### src/rtl/yarc_pkg.sv
`default_nettype none
// ============================================================================
//  Module   : yarc_pkg
//  Brief    : Shared types and constants for the execute-stage pipe control.
//  Revision : 1.0 - initial release
// ============================================================================
package yarc_pkg;

    localparam int REG_W = 5;
    localparam int IT_W  = 10;

    // One-hot instruction class bit positions
    localparam int IT_REG    = 0;
    localparam int IT_IMM    = 1;
    localparam int IT_STORE  = 2;
    localparam int IT_LOAD   = 3;
    localparam int IT_BRANCH = 4;
    localparam int IT_LUI    = 5;
    localparam int IT_AUIPC  = 6;
    localparam int IT_JAL    = 7;
    localparam int IT_JALR   = 8;

    localparam logic [1:0] FWD_RF  = 2'b00;
    localparam logic [1:0] FWD_MEM = 2'b01;
    localparam logic [1:0] FWD_WB  = 2'b10;

    typedef enum logic [1:0] {
        RUN     = 2'd0,
        LDSTALL = 2'd1,
        MEMWAIT = 2'd2
    } state_t;

    // jmp marks jal/jalr, which redirect unconditionally once in MEM
    typedef struct packed {
        logic             v;
        logic [REG_W-1:0] rd;
        logic             wr;
        logic             ld;
        logic             ctl;
        logic             jmp;
    } slot_t;

    typedef struct packed {
        logic [REG_W-1:0] rs1;
        logic [REG_W-1:0] rs2;
        logic             rs1_used;
        logic             rs2_used;
    } src_t;

endpackage
`default_nettype wire

### src/rtl/ex_fwd_unit.sv
`default_nettype none
// ============================================================================
//  Module   : ex_fwd_unit
//  Brief    : Operand forwarding select for one EX source; MEM beats WB.
//  Revision : 1.0 - initial release
// ============================================================================
module ex_fwd_unit
    import yarc_pkg::*;
(
    input  logic [REG_W-1:0] rs,
    input  logic             used,
    input  logic             mem_v,
    input  logic             mem_wr,
    input  logic [REG_W-1:0] mem_rd,
    input  logic             wb_v,
    input  logic             wb_wr,
    input  logic [REG_W-1:0] wb_rd,
    output logic [1:0]       sel
);

    logic w_live;
    logic w_mem_hit;
    logic w_wb_hit;

    // x0 is hardwired zero and never takes a bypass
    assign w_live    = used && (rs != '0);
    assign w_mem_hit = w_live && mem_v && mem_wr && (mem_rd == rs);
    assign w_wb_hit  = w_live && wb_v && wb_wr && (wb_rd == rs);

    always_comb begin
        sel = FWD_RF;
        if (w_mem_hit) begin
            sel = FWD_MEM;
        end else if (w_wb_hit) begin
            sel = FWD_WB;
        end
    end

endmodule
`default_nettype wire

### src/rtl/ex_pipe_ctrl.sv
`default_nettype none
// ============================================================================
//  Module   : ex_pipe_ctrl
//  Brief    : EX/MEM/WB slot tracking, load-use stall, forwarding, redirect.
//  Revision : 1.0 - initial release
// ============================================================================
module ex_pipe_ctrl
    import yarc_pkg::*;
#(
    parameter int NREG = 32,
    parameter int CNTW = 32
) (
    input  logic                     clk,
    input  logic                     rst,
    input  logic                     id_valid,
    input  logic [IT_W-1:0]          id_instype,
    input  logic [$clog2(NREG)-1:0]  id_rs1,
    input  logic [$clog2(NREG)-1:0]  id_rs2,
    input  logic                     id_rs1_used,
    input  logic                     id_rs2_used,
    input  logic [$clog2(NREG)-1:0]  id_rd,
    input  logic                     branch,
    input  logic                     mem_ready,
    output logic                     if_stall,
    output logic                     id_stall,
    output logic                     id_flush,
    output logic                     ex_valid,
    output logic [1:0]               fwd_rs1_sel,
    output logic [1:0]               fwd_rs2_sel,
    output logic                     redirect,
    output logic [CNTW-1:0]          stall_cnt,
    output logic [CNTW-1:0]          flush_cnt
);

    localparam logic [CNTW-1:0] c_cnt_one = {{(CNTW-1){1'b0}}, 1'b1};

    state_t          r_state, w_state_nxt;
    slot_t           r_ex, r_mem, r_wb;
    src_t            r_src;
    slot_t           w_id_slot, w_ex_to_mem;
    src_t            w_id_src;
    logic            w_lu, w_rdt, w_bubble;
    logic [CNTW-1:0] r_stall_cnt, r_flush_cnt;
    logic            w_unused;

    always_comb begin
        w_id_slot     = '0;
        w_id_slot.v   = id_valid;
        w_id_slot.rd  = id_rd;
        w_id_slot.wr  = (id_instype[IT_REG]   || id_instype[IT_IMM]  ||
                         id_instype[IT_LOAD]  || id_instype[IT_LUI]  ||
                         id_instype[IT_AUIPC] || id_instype[IT_JAL]  ||
                         id_instype[IT_JALR]) && (id_rd != '0);
        w_id_slot.ld  = id_instype[IT_LOAD];
        w_id_slot.ctl = id_instype[IT_BRANCH] || id_instype[IT_JAL] ||
                        id_instype[IT_JALR];
        w_id_slot.jmp = id_instype[IT_JAL] || id_instype[IT_JALR];

        w_id_src          = '0;
        w_id_src.rs1      = id_rs1;
        w_id_src.rs2      = id_rs2;
        w_id_src.rs1_used = id_valid && id_rs1_used;
        w_id_src.rs2_used = id_valid && id_rs2_used;

        w_ex_to_mem   = r_ex;
        w_ex_to_mem.v = r_ex.v && !w_rdt;
    end

    // wr already excludes rd==0, so x0 never stalls
    assign w_lu = id_valid && r_ex.v && r_ex.ld && r_ex.wr &&
                  ((id_rs1_used && (id_rs1 == r_ex.rd)) ||
                   (id_rs2_used && (id_rs2 == r_ex.rd)));
    assign w_rdt    = mem_ready && r_mem.v && r_mem.ctl && (r_mem.jmp || branch);
    assign w_bubble = w_lu || w_rdt;

    always_ff @(posedge clk) begin
        if (rst) begin
            r_state     <= RUN;
            r_ex        <= '0;
            r_mem       <= '0;
            r_wb        <= '0;
            r_src       <= '0;
            r_stall_cnt <= '0;
            r_flush_cnt <= '0;
        end else begin
            r_state <= w_state_nxt;
            if (mem_ready) begin
                r_wb  <= r_mem;
                r_mem <= w_ex_to_mem;
                r_ex  <= w_bubble ? '0 : w_id_slot;
                r_src <= w_bubble ? '0 : w_id_src;
                if (w_lu && !w_rdt) begin
                    r_stall_cnt <= r_stall_cnt + c_cnt_one;
                end
                if (w_rdt) begin
                    r_flush_cnt <= r_flush_cnt + c_cnt_one;
                end
            end
        end
    end

    always_comb begin
        w_state_nxt = r_state;
        if_stall    = 1'b0;
        id_stall    = 1'b0;
        id_flush    = 1'b0;
        redirect    = 1'b0;
        case (r_state)
            RUN, MEMWAIT: begin
                if (!mem_ready) begin
                    w_state_nxt = MEMWAIT;
                end else if (w_lu && !w_rdt) begin
                    w_state_nxt = LDSTALL;
                end else begin
                    w_state_nxt = RUN;
                end
            end
            // EX holds the bubble; the consumer is free to advance
            LDSTALL: w_state_nxt = mem_ready ? RUN : MEMWAIT;
            default: w_state_nxt = RUN;
        endcase
        if (!mem_ready || (w_lu && !w_rdt)) begin
            if_stall = 1'b1;
            id_stall = 1'b1;
        end
        if (w_rdt) begin
            id_flush = 1'b1;
            redirect = 1'b1;
        end
    end

    ex_fwd_unit u_fwd_rs1 (
        .rs     (r_src.rs1),
        .used   (r_src.rs1_used),
        .mem_v  (r_mem.v),
        .mem_wr (r_mem.wr),
        .mem_rd (r_mem.rd),
        .wb_v   (r_wb.v),
        .wb_wr  (r_wb.wr),
        .wb_rd  (r_wb.rd),
        .sel    (fwd_rs1_sel)
    );

    ex_fwd_unit u_fwd_rs2 (
        .rs     (r_src.rs2),
        .used   (r_src.rs2_used),
        .mem_v  (r_mem.v),
        .mem_wr (r_mem.wr),
        .mem_rd (r_mem.rd),
        .wb_v   (r_wb.v),
        .wb_wr  (r_wb.wr),
        .wb_rd  (r_wb.rd),
        .sel    (fwd_rs2_sel)
    );

    assign ex_valid  = r_ex.v;
    assign stall_cnt = r_stall_cnt;
    assign flush_cnt = r_flush_cnt;

    assign w_unused = ^{r_wb.ld, r_wb.ctl, r_wb.jmp, r_mem.ld,
                        id_instype[IT_STORE], id_instype[IT_W-1]};

    // A load result can only reach EX from WB; the stall guarantees it
    a_no_mem_load_fwd: assert property (@(posedge clk) disable iff (rst)
        !(r_mem.v && r_mem.ld && r_mem.wr && r_ex.v &&
          ((r_src.rs1_used && (r_src.rs1 == r_mem.rd)) ||
           (r_src.rs2_used && (r_src.rs2 == r_mem.rd)))));

endmodule
`default_nettype wire

### config.mk
export PLATFORM = sky130hd
export DESIGN_NAME = ex_pipe_ctrl
export DESIGN_NICKNAME = d
export VERILOG_FILES = /design/src/rtl/yarc_pkg.sv /design/src/rtl/ex_fwd_unit.sv /design/src/rtl/ex_pipe_ctrl.sv
export SDC_FILE = /design/constraint.sdc
export NUM_CORES = 1
export LEC_CHECK = 0
export BUFFER_PORTS_ARGS = -buffer_cell sky130_fd_sc_hd__buf_2
export CAP_MARGIN = 20
export CELL_PAD_IN_SITES_DETAIL_PLACEMENT = 0
export CELL_PAD_IN_SITES_GLOBAL_PLACEMENT = 1
export CORE_UTILIZATION = 37
export CTS_CLUSTER_SIZE = 40
export DETAILED_ROUTE_END_ITERATION = 6
export PLACE_DENSITY = 0.86
export REMOVE_ABC_BUFFERS = 1
export SKIP_CTS_REPAIR_TIMING = 1
export SLEW_MARGIN = 20
export SYNTH_ARGS = -nofsm -noshare
export SYNTH_HDL_FRONTEND = slang
export SYNTH_HIERARCHICAL = 1
export SYNTH_SLANG_ARGS = --single-unit
### constraint.sdc
create_clock -name clk -period 2.2 [get_ports clk]
set_clock_uncertainty 0.15 [all_clocks]
set_input_delay 0.44 -clock clk [delete_from_list [all_inputs] [get_ports clk]]
set_output_delay 0.44 -clock clk [all_outputs]
set_load 0.02 [all_outputs]
==> metrics, run 1 <==
status finished with violations; failing checks setup timing; share of post-route cells with drive strength above 1 about a third; detailed placement HPWL 8396 um; # clock sinks ~100; clk buf depth 2; xor/xnor cell area share of the yosys netlist ~15%; Worst setup SP type flop; number of max-cap violations 0; TritonCTS Buffers 9; placed cells 813; gpl congestion roughly 0.87; initial antenna violation count 1; Detailed Route WL approximately 13000 um; Core Region 0.01221 sq mm; FF+latch count, synth 102; Reg clk slew, reported paths approximately 0.07 ns; Hold Violations, Final 0; simple logic cell fraction of the synthesized area a little under a quarter; CTS Root Cell clkbuf_16; total die area between 0.01 and 0.015 sq mm; Synth top area share between 40% and 50%; Syn. warnings 6; Die W around 110 um; Nets approximately 720; Synth cell types 43; global-route wire length before repair ~19000 um; number of fill cells between 1000 and 1500; H-tree levels 3; Fmax achieved a little over 400 MHz; Design Area, Final 0.006598 sq mm; Hold WC Path Type input pin to flop; Final Max Tran Viols 0; Seq/Total Area, Yosys between 40% and 50%; Pre-Repair DR Iteration Count 4; Post-Syn Instances approximately 520; IO Port Bufs ~100; crit share post-route 112.6%; setup_tns -1.713 ns; worst skew pair latency 0.35 ns; unrepaired setup endpoints after global routing yes; Lkg Pwr ~2.8 nW; Worst Max-Slew Pin Slew roughly 0.53 ns; DRT iter0 DRCs around 230; Gate power share just under 8%; Slew HR around 64%; grt ovf 0; largest net degree at the start of global routing 103; post-synthesis average cell area around 9.0 sq um; largest family of logic cells by synthesized area simple AND/OR/NAND/NOR gates; Layout Cells excl Fill approximately 860; sw frac between 20 and 25%; DP Worst Slack -0.3321 ns; CTS tree yes; hold path cells 3; routed len/inst between 15 and 20 um; Async SR Flop Fraction 0%; Synth Area in Compound Gates 11.21%; Synth Flop Type dfxtp_1; internal power component 3.119 mW; synthesized area ~0.0047 sq mm; DR vias/cell just over 5; post-route ant nets 0; clock share of power 44.4%; Setup CP Type flop to output pin; endpoints failing setup 19; worst setup margin -0.2772 ns; vias in the first global route 3968; final core occ between 50 and 60%; adder and majority gate portion of the synthesized area less than 1%; Area Growth Syn to Fin 39.76%; Flop pwr share between 40% and 50%; net switching power 0.8929 mW; initial core utilization about two fifths; Placement Cell Area between 0.005 and 0.006 sq mm; Max FO, Critical Path 2; PD cells slightly above 600 mW/mm^2; row count 40; DR DRC count 0; I/O pins approximately 110; CP endpoint kind output pin; Die Ht roughly 110 um; Worst Path Required between 1.5 and 2 ns; R2R cell count 10; CP Data Arrival Time 1.89 ns; largest cells by area after synthesis dfxtp_1, xor2_1, nor2_1; gr usage total 18.17%; Vias ~4400; VDD IR max ~0.29 mV; post-synthesis mux area share 3.393%; count of flip-flops with a built-in enable after synthesis 0; cell taking the most area after synthesis dfxtp_1; post-route minimum period between 2 and 2.5 ns
cells in the final DEF (no fill, tap or decap), types with 6 or more instances in the layout:
master     Yosys  layout
a21oi_1       19      15
mux2i_1       16      16
dfxtp_2        0       6
and3_1         9       8
nor2_1        96      95
o21ai_0       17       8
nand3_1       13      13
xnor2_2        0       8
dfxtp_1      102      92
o21ai_1        0       9
xor2_1        42      39
buf_4          4      59
xnor2_1       37      29
o2111ai_1      9       8
nand2_1       27      27
o211ai_1       9      10
nand4_1       24      24
buf_2          3      96
or3_1         13      10
a22oi_1       16      16
buf_6          1       7
clkbuf_16      0      12
sequential cells by signal, indices dropped and copies added (netlist names):
signal     cells
ex_valid       1
flush_cnt     32
r_ex           9
r_mem          9
r_src         12
r_wb           7
stall_cnt     32
synth_stat cells, types with 5 or more instances:
library cell / instances
o211ai_1: 9
a22oi_1: 16
dfxtp_1: 102
nand3_1: 13
xor2_1: 42
o21ai_0: 17
and3_1: 9
inv_1: 5
xnor2_1: 37
nor2_1: 96
clkbuf_1: 16
and2_1: 5
o2111ai_1: 9
nor3_1: 5
a21oi_1: 19
or3_1: 13
nand2_1: 27
nand4_1: 24
mux2i_1: 16
metal layers:
layer  wire length [um]  track usage (%)  vias up
met3                545            3.426       20
met2               6427            29.80      107
li1                   -                -     2156
met5                  0                0        -
met1               5662            22.86     2110
met4                319            9.091        0
power by group through the flow:
stage	Combinational, mW	Clock (mW)	Sequential (mW)
3_5_place_dp	0.268	0	1.95
4_1_cts	0.269	1.82	1.91
5_1_grt	0.337	1.89	1.92
3_3_place_gp	0.263	0	1.95
6_report	0.317	1.78	1.91
2_1_floorplan	0.120	0	1.95
final timing paths:
| check | endpoint | from | slack [ns] |
|---|---|---|---|
| max | fwd_rs2_sel[1] | r_src[4]$_SDFFE_PP0P_ | -0.28 |
| min reg2reg | r_ex[0]$_SDFFE_PP0P_ | r_ex[0]$_SDFFE_PP0P_ | 0.33 |
| min | r_ex[5]$_SDFFE_PP0P_ | id_rd[1] | 0.19 |
| max reg2reg | stall_cnt[19]$_SDFFE_PP0P_ | r_ex[8]$_SDFFE_PP0P_ | -0.18 |
critical path, stage by stage, from the launching register on:
cell and delay [ns]:
dfxtp_2 0.32, or4_4 0.54, nor2_4 0.13, nor3_2 0.06, nor4_2 0.29, buf_4 0.19
cell families (layout without fill, tap and decap cells):
family	Yosys count	count (layout)
buf+inv	32	194
mux	16	16
other cells	0	1
compound gates	77	79
flops	102	102
xor+xnor	79	79
fa+ha+maj	2	2
simple gates	216	216
area by class of cell:
cell class / count / area (sq um) / share of cell area, %
clock buffers: 13 / 270.3 / 4.096
well taps: 168 / 210.2 / 3.186
flip-flops and latches: 102 / 2064 / 31.29
multi-input cells: 392 / 2751 / 41.70
clock inverters: 3 / 65.06 / 0.9862
repair buffers: 173 / 1215 / 18.41
diodes: 1 / 2.502 / 0.03793
inverters: 5 / 18.77 / 0.2845
stage by stage:
stage / total power, mW / hold WS (ns)
2_1_floorplan: 2.067 / 0.2845
3_3_place_gp: 2.212 / 0.3161
3_5_place_dp: 2.219 / 0.3280
4_1_cts: 3.992 / 0.1822
5_1_grt: 4.143 / 0.1934
6_report: 4.012 / 0.1903
Power figures use the tool's default switching activity.
==> inputs of run 2 (changes only) <==
- REMOVE_ABC_BUFFERS: 1 -> default
==> metrics, run 2 (synthesis results as in run 1) <==
status finished with violations (unchanged); failing checks setup timing (unchanged); I/O pins 105 (unchanged); gr usage total 18.88% (was 18.17%); largest net degree at the start of global routing 103 (unchanged); reg2reg start r_ex[4]$_SDFFE_PP0P_ (was r_ex[8]$_SDFFE_PP0P_); grt ovf 0 (unchanged); Hold WC Path Type input pin to flop (unchanged); CP endpoint kind output pin (unchanged); Worst Max-Slew Pin Slew 0.5546 ns (was 0.5307 ns); ant diodes 0 (was 1); total die area 0.01321 sq mm (unchanged); Worst setup SP type flop (unchanged); CTS Root Cell clkbuf_16 (unchanged); DRT iter0 DRCs 240 (was 228); clk buf depth 2 (unchanged); Worst Path Required 1.61 ns (about the same); Slew HR 62.89% (was 64.49%); post-route ant nets 0 (unchanged); Vias 4313 (was 4393); IO Port Bufs 102 (unchanged); Final Max Tran Viols 0 (unchanged); vias in the first global route 4090 (was 3968); initial antenna violation count 0 (was 1); Hold Violations, Final 0 (unchanged); VDD IR max 0.4742 mV (was 0.2862 mV); Reg clk slew, reported paths 0.06 ns (was 0.07 ns); # clock sinks 102 (unchanged); CTS tree yes (unchanged); Hold Crit Start id_rd[1] (unchanged); unrepaired setup endpoints after global routing yes (unchanged); Setup CP Type flop to output pin (unchanged); CP Data Arrival Time 1.89 ns (about the same); Max FO, Critical Path 3 (was 2); initial core utilization 38.66% (unchanged); share of post-route cells with drive strength above 1 32.29% (was 35.17%); global-route wire length before repair 19640 um (was 18870 um); Hold WS 0.2029 ns (was 0.1903 ns); DR DRC count 0 (unchanged); row count 40 (unchanged); gpl congestion 0.8512 (was 0.8707); Lkg Pwr 2.615 nW (was 2.751 nW); Core Region 0.01221 sq mm (unchanged); number of max-cap violations 0 (unchanged); routed len/inst 14.91 um (was 15.12 um); worst setup margin -0.2847 ns (was -0.2772 ns); Nets 700 (was 717); endpoints failing setup 11 (was 19); Fmax achieved 402.5 MHz (was 403.7 MHz); most common cell after layout, fill and taps aside buf_2 (unchanged); Detailed Route WL 12480 um (was 12960 um); TritonCTS Buffers 9 (unchanged); CP startpoint r_ex[4]$_SDFFE_PP0P_ (was r_src[4]$_SDFFE_PP0P_); commonest cells after routing, fill and taps aside buf_2, nor2_1, dfxtp_1 (unchanged); Area Growth Syn to Fin 32.63% (was 39.76%); crit share post-route 112.9% (was 112.6%); PD cells 585.1 mW/mm^2 (was 608.0 mW/mm^2); Pre-Repair DR Iteration Count 4 (unchanged); worst skew pair latency 0.34 ns (was 0.35 ns); H-tree levels 3 (unchanged); Die W 115.0 um (unchanged); DR vias/cell 5.153 (was 5.126); Die Ht 115.0 um (unchanged); post-route minimum period 2.485 ns (was 2.477 ns); DP Worst Slack -0.2358 ns (was -0.3321 ns); Net Count, Synth about 560; Power Total 3.663 mW (was 4.012 mW); detailed placement HPWL 8622 um (was 8396 um)
==> run 2: worst max-delay path, stage by stage, from the launching register on <==
cell and delay [ns]:
dfxtp_1 0.34, buf_4 0.15, xor2_1 0.19, nor4_4 0.35
buf_12 0.15, nor2_4 0.04, o21ai_4 0.18, buf_6 0.15
==> run 2: through the flow <==
step | area (sq um) | utilization (%) | std cells | setup TNS [ns]
floorplan | 4801 | - | 524 | -0.1152
global placement | 5778 | 47.32 | 814 | -3.657
detailed placement | 5778 | 47.32 | 814 | -3.531
CTS | 6035 | 49.42 | 828 | -3.692
global route | 6261 | 51.27 | 837 | -2.876
finish | 6261 | 51.27 | 837 | -1.729
==> run 2: layout make-up <==
type / instances / area [sq um]
clock buffer: 12 / 246.5
clock inverter: 2 / 10.01
fill: 1159 / 5951
inverter: 5 / 18.77
multi-input combinational: 391 / 2696
sequential: 102 / 2056
tap: 168 / 210.2
timing repair buffer: 157 / 1023
==> run 2: per-layer routing <==
metal	share of wire, %	track usage (%)
met4	1.5	5.628
met5	0	0
met1	45	23.67
met3	5.0	5.588
met2	48	31.33
==> run 2: power breakdown <==
group / leakage, nW / internal, mW / switching [mW]
combinational: 1.66 / 0.148 / 0.164
clock: 0.128 / 0.783 / 0.656
sequential: 0.831 / 1.88 / 0.0336
total: 2.62 / 2.81 / 0.854
==> run 2: worst paths after layout <==
kind,slack (ns),cells after the start,to
max reg2reg,-0.13,9,stall_cnt[22]$_SDFFE_PP0P_
max,-0.28,7,id_stall
min reg2reg,0.31,2,r_ex[1]$_SDFFE_PP0P_
min,0.20,3,r_ex[5]$_SDFFE_PP0P_
==> inputs of run 3 (changes only) <==
- BUFFER_PORTS_ARGS: -buffer_cell sky130_fd_sc_hd__buf_2 -> -buffer_cell sky130_fd_sc_hd__buf_4
- CORE_ASPECT_RATIO: default -> 0.9
==> metrics, run 3 (synthesis results as in run 1) <==
status finished with violations (unchanged); failing checks setup timing (unchanged); global-route wire length before repair 19700 um (was 19640 um); placed cells 814 (unchanged); commonest cells after routing, fill and taps aside buf_4, nor2_1, dfxtp_1 (was buf_2, nor2_1, dfxtp_1); Final Max Tran Viols 0 (unchanged); setup_tns -1.791 ns (was -1.729 ns); Core Region 0.01227 sq mm (was 0.01221 sq mm); grt ovf 0 (unchanged); Area Growth Syn to Fin 39.57% (was 32.63%); post-route minimum period 2.481 ns (was 2.485 ns); number of max-cap violations 0 (unchanged); initial antenna violation count 0 (unchanged); ant diodes 0 (unchanged); clk buf depth 2 (unchanged); worst skew pair latency 0.34 ns (about the same); Layout Cells excl Fill 837 (unchanged); Hold WC Path Type input pin to flop (unchanged); DRT iter0 DRCs 214 (was 240); IO Port Bufs 102 (unchanged); row count 38 (was 40); Lkg Pwr 2.678 nW (was 2.615 nW); gpl congestion 0.9288 (was 0.8512); Worst Max-Slew Pin Slew 0.4104 ns (was 0.5546 ns); CP startpoint r_ex[4]$_SDFFE_PP0P_ (unchanged); Hold WS 0.1939 ns (was 0.2029 ns); Hold Violations, Final 0 (unchanged); worst setup margin -0.2814 ns (was -0.2847 ns); crit share post-route 112.8% (was 112.9%); DP Worst Slack -0.2156 ns (was -0.2358 ns); unrepaired setup endpoints after global routing yes (unchanged); most common cell after layout, fill and taps aside buf_4 (was buf_2); Fmax achieved 403.0 MHz (was 402.5 MHz); detailed placement HPWL 8817 um (was 8622 um); number of fill cells 1139 (was 1159); gr usage total 19.01% (was 18.88%); vias in the first global route 3984 (was 4090); PD cells 613.1 mW/mm^2 (was 585.1 mW/mm^2); Reg clk slew, reported paths 0.06 ns (about the same); DR vias/cell 5.074 (was 5.153); Die W 121.1 um (was 115.0 um); Worst setup SP type flop (unchanged); CP Data Arrival Time 1.89 ns (about the same); Pre-Repair DR Iteration Count 4 (unchanged); CTS tree yes (unchanged); total die area 0.01322 sq mm (was 0.01321 sq mm); initial core utilization 38.48% (was 38.66%); Max FO, Critical Path 3 (unchanged); Worst Path Required 1.61 ns (about the same); I/O pins 105 (unchanged); Detailed Route WL 12300 um (was 12480 um); Setup CP Type flop to output pin (unchanged); CP endpoint kind output pin (unchanged); CTS Root Cell clkbuf_16 (unchanged); Vias 4247 (was 4313); Hold Crit Start id_rd[3] (was id_rd[1]); Power Total 4.040 mW (was 3.663 mW); DR DRC count 0 (unchanged); share of post-route cells with drive strength above 1 32.64% (was 32.29%); # clock sinks 102 (unchanged); largest net degree at the start of global routing 49 (was 103); Slew HR 72.64% (was 62.89%); Nets 707 (was 700); Die Ht 109.2 um (was 115.0 um); reg2reg start r_ex[2]$_SDFFE_PP0P_ (was r_ex[4]$_SDFFE_PP0P_); VDD IR max 0.3734 mV (was 0.4742 mV); routed len/inst 14.70 um (was 14.91 um); endpoints failing setup 23 (was 11); TritonCTS Buffers 9 (unchanged); H-tree levels 3 (unchanged); post-route ant nets 0 (unchanged); Net Count, Synth 558 (unchanged)
-- run 3: cell types whose count changed in the layout (fill, tap and decap cells not counted), sizes merged --
cell,previous run,this run
bufinv,0,3
buf,157,164
clkbuf,12,9
clkinvlp,0,1
-- run 3: layout make-up --
| type | instances | area [sq um] | area share [%] |
|---|---|---|---|
| clock buffers | 9 | 225.2 | 3.418 |
| clock inverters | 6 | 111.4 | 1.690 |
| inverters | 5 | 18.77 | 0.2848 |
| multi-input cells | 391 | 2693 | 40.87 |
| flip-flops and latches | 102 | 2057 | 31.22 |
| well taps | 160 | 200.2 | 3.038 |
| repair buffers | 164 | 1284 | 19.48 |
-- run 3: final timing paths --
check,end,slack [ns],cells past startpoint
worst min-delay path,r_ex[7]$_SDFFE_PP0P_,0.19,3
worst min register to register,r_ex[0]$_SDFFE_PP0P_,0.33,2
worst max-delay path,if_stall,-0.28,7
worst max register to register,stall_cnt[26]$_SDFFE_PP0P_,-0.13,8
-- run 3: routing by layer --
metal	vias to the layer above	wire length [um]	global-route usage, %
met5	-	0	0
met1	2004	5796	24.80
met3	14	630	5.544
met2	92	5677	30.53
li1	2137	-	-
met4	0	196	5.291
-- run 3: metrics by stage --
step / utilization (%) / cell area (sq um)
after floorplan: - / 4801
after global placement: 49.49 / 6071
after detailed placement: 49.49 / 6071
after CTS: 52.23 / 6407
after global routing: 53.71 / 6589
final: 53.71 / 6589
-- run 3: power by group --
group / switching, mW / internal, mW / leakage, nW / total (mW)
clock: 0.694 / 1.11 / 0.161 / 1.80
sequential: 0.0339 / 1.88 / 0.830 / 1.91
combinational: 0.163 / 0.165 / 1.69 / 0.329
total: 0.892 / 3.15 / 2.68 / 4.04
-- run 3: worst max-delay path, cell delays in order (launching register included) --
cell and delay, ns:
dfxtp_2 0.38, xnor2_2 0.12, nand4_1 0.16, nor4_4 0.34, buf_4 0.18, nor2_4 0.04
o21ai_4 0.16, buf_4 0.16
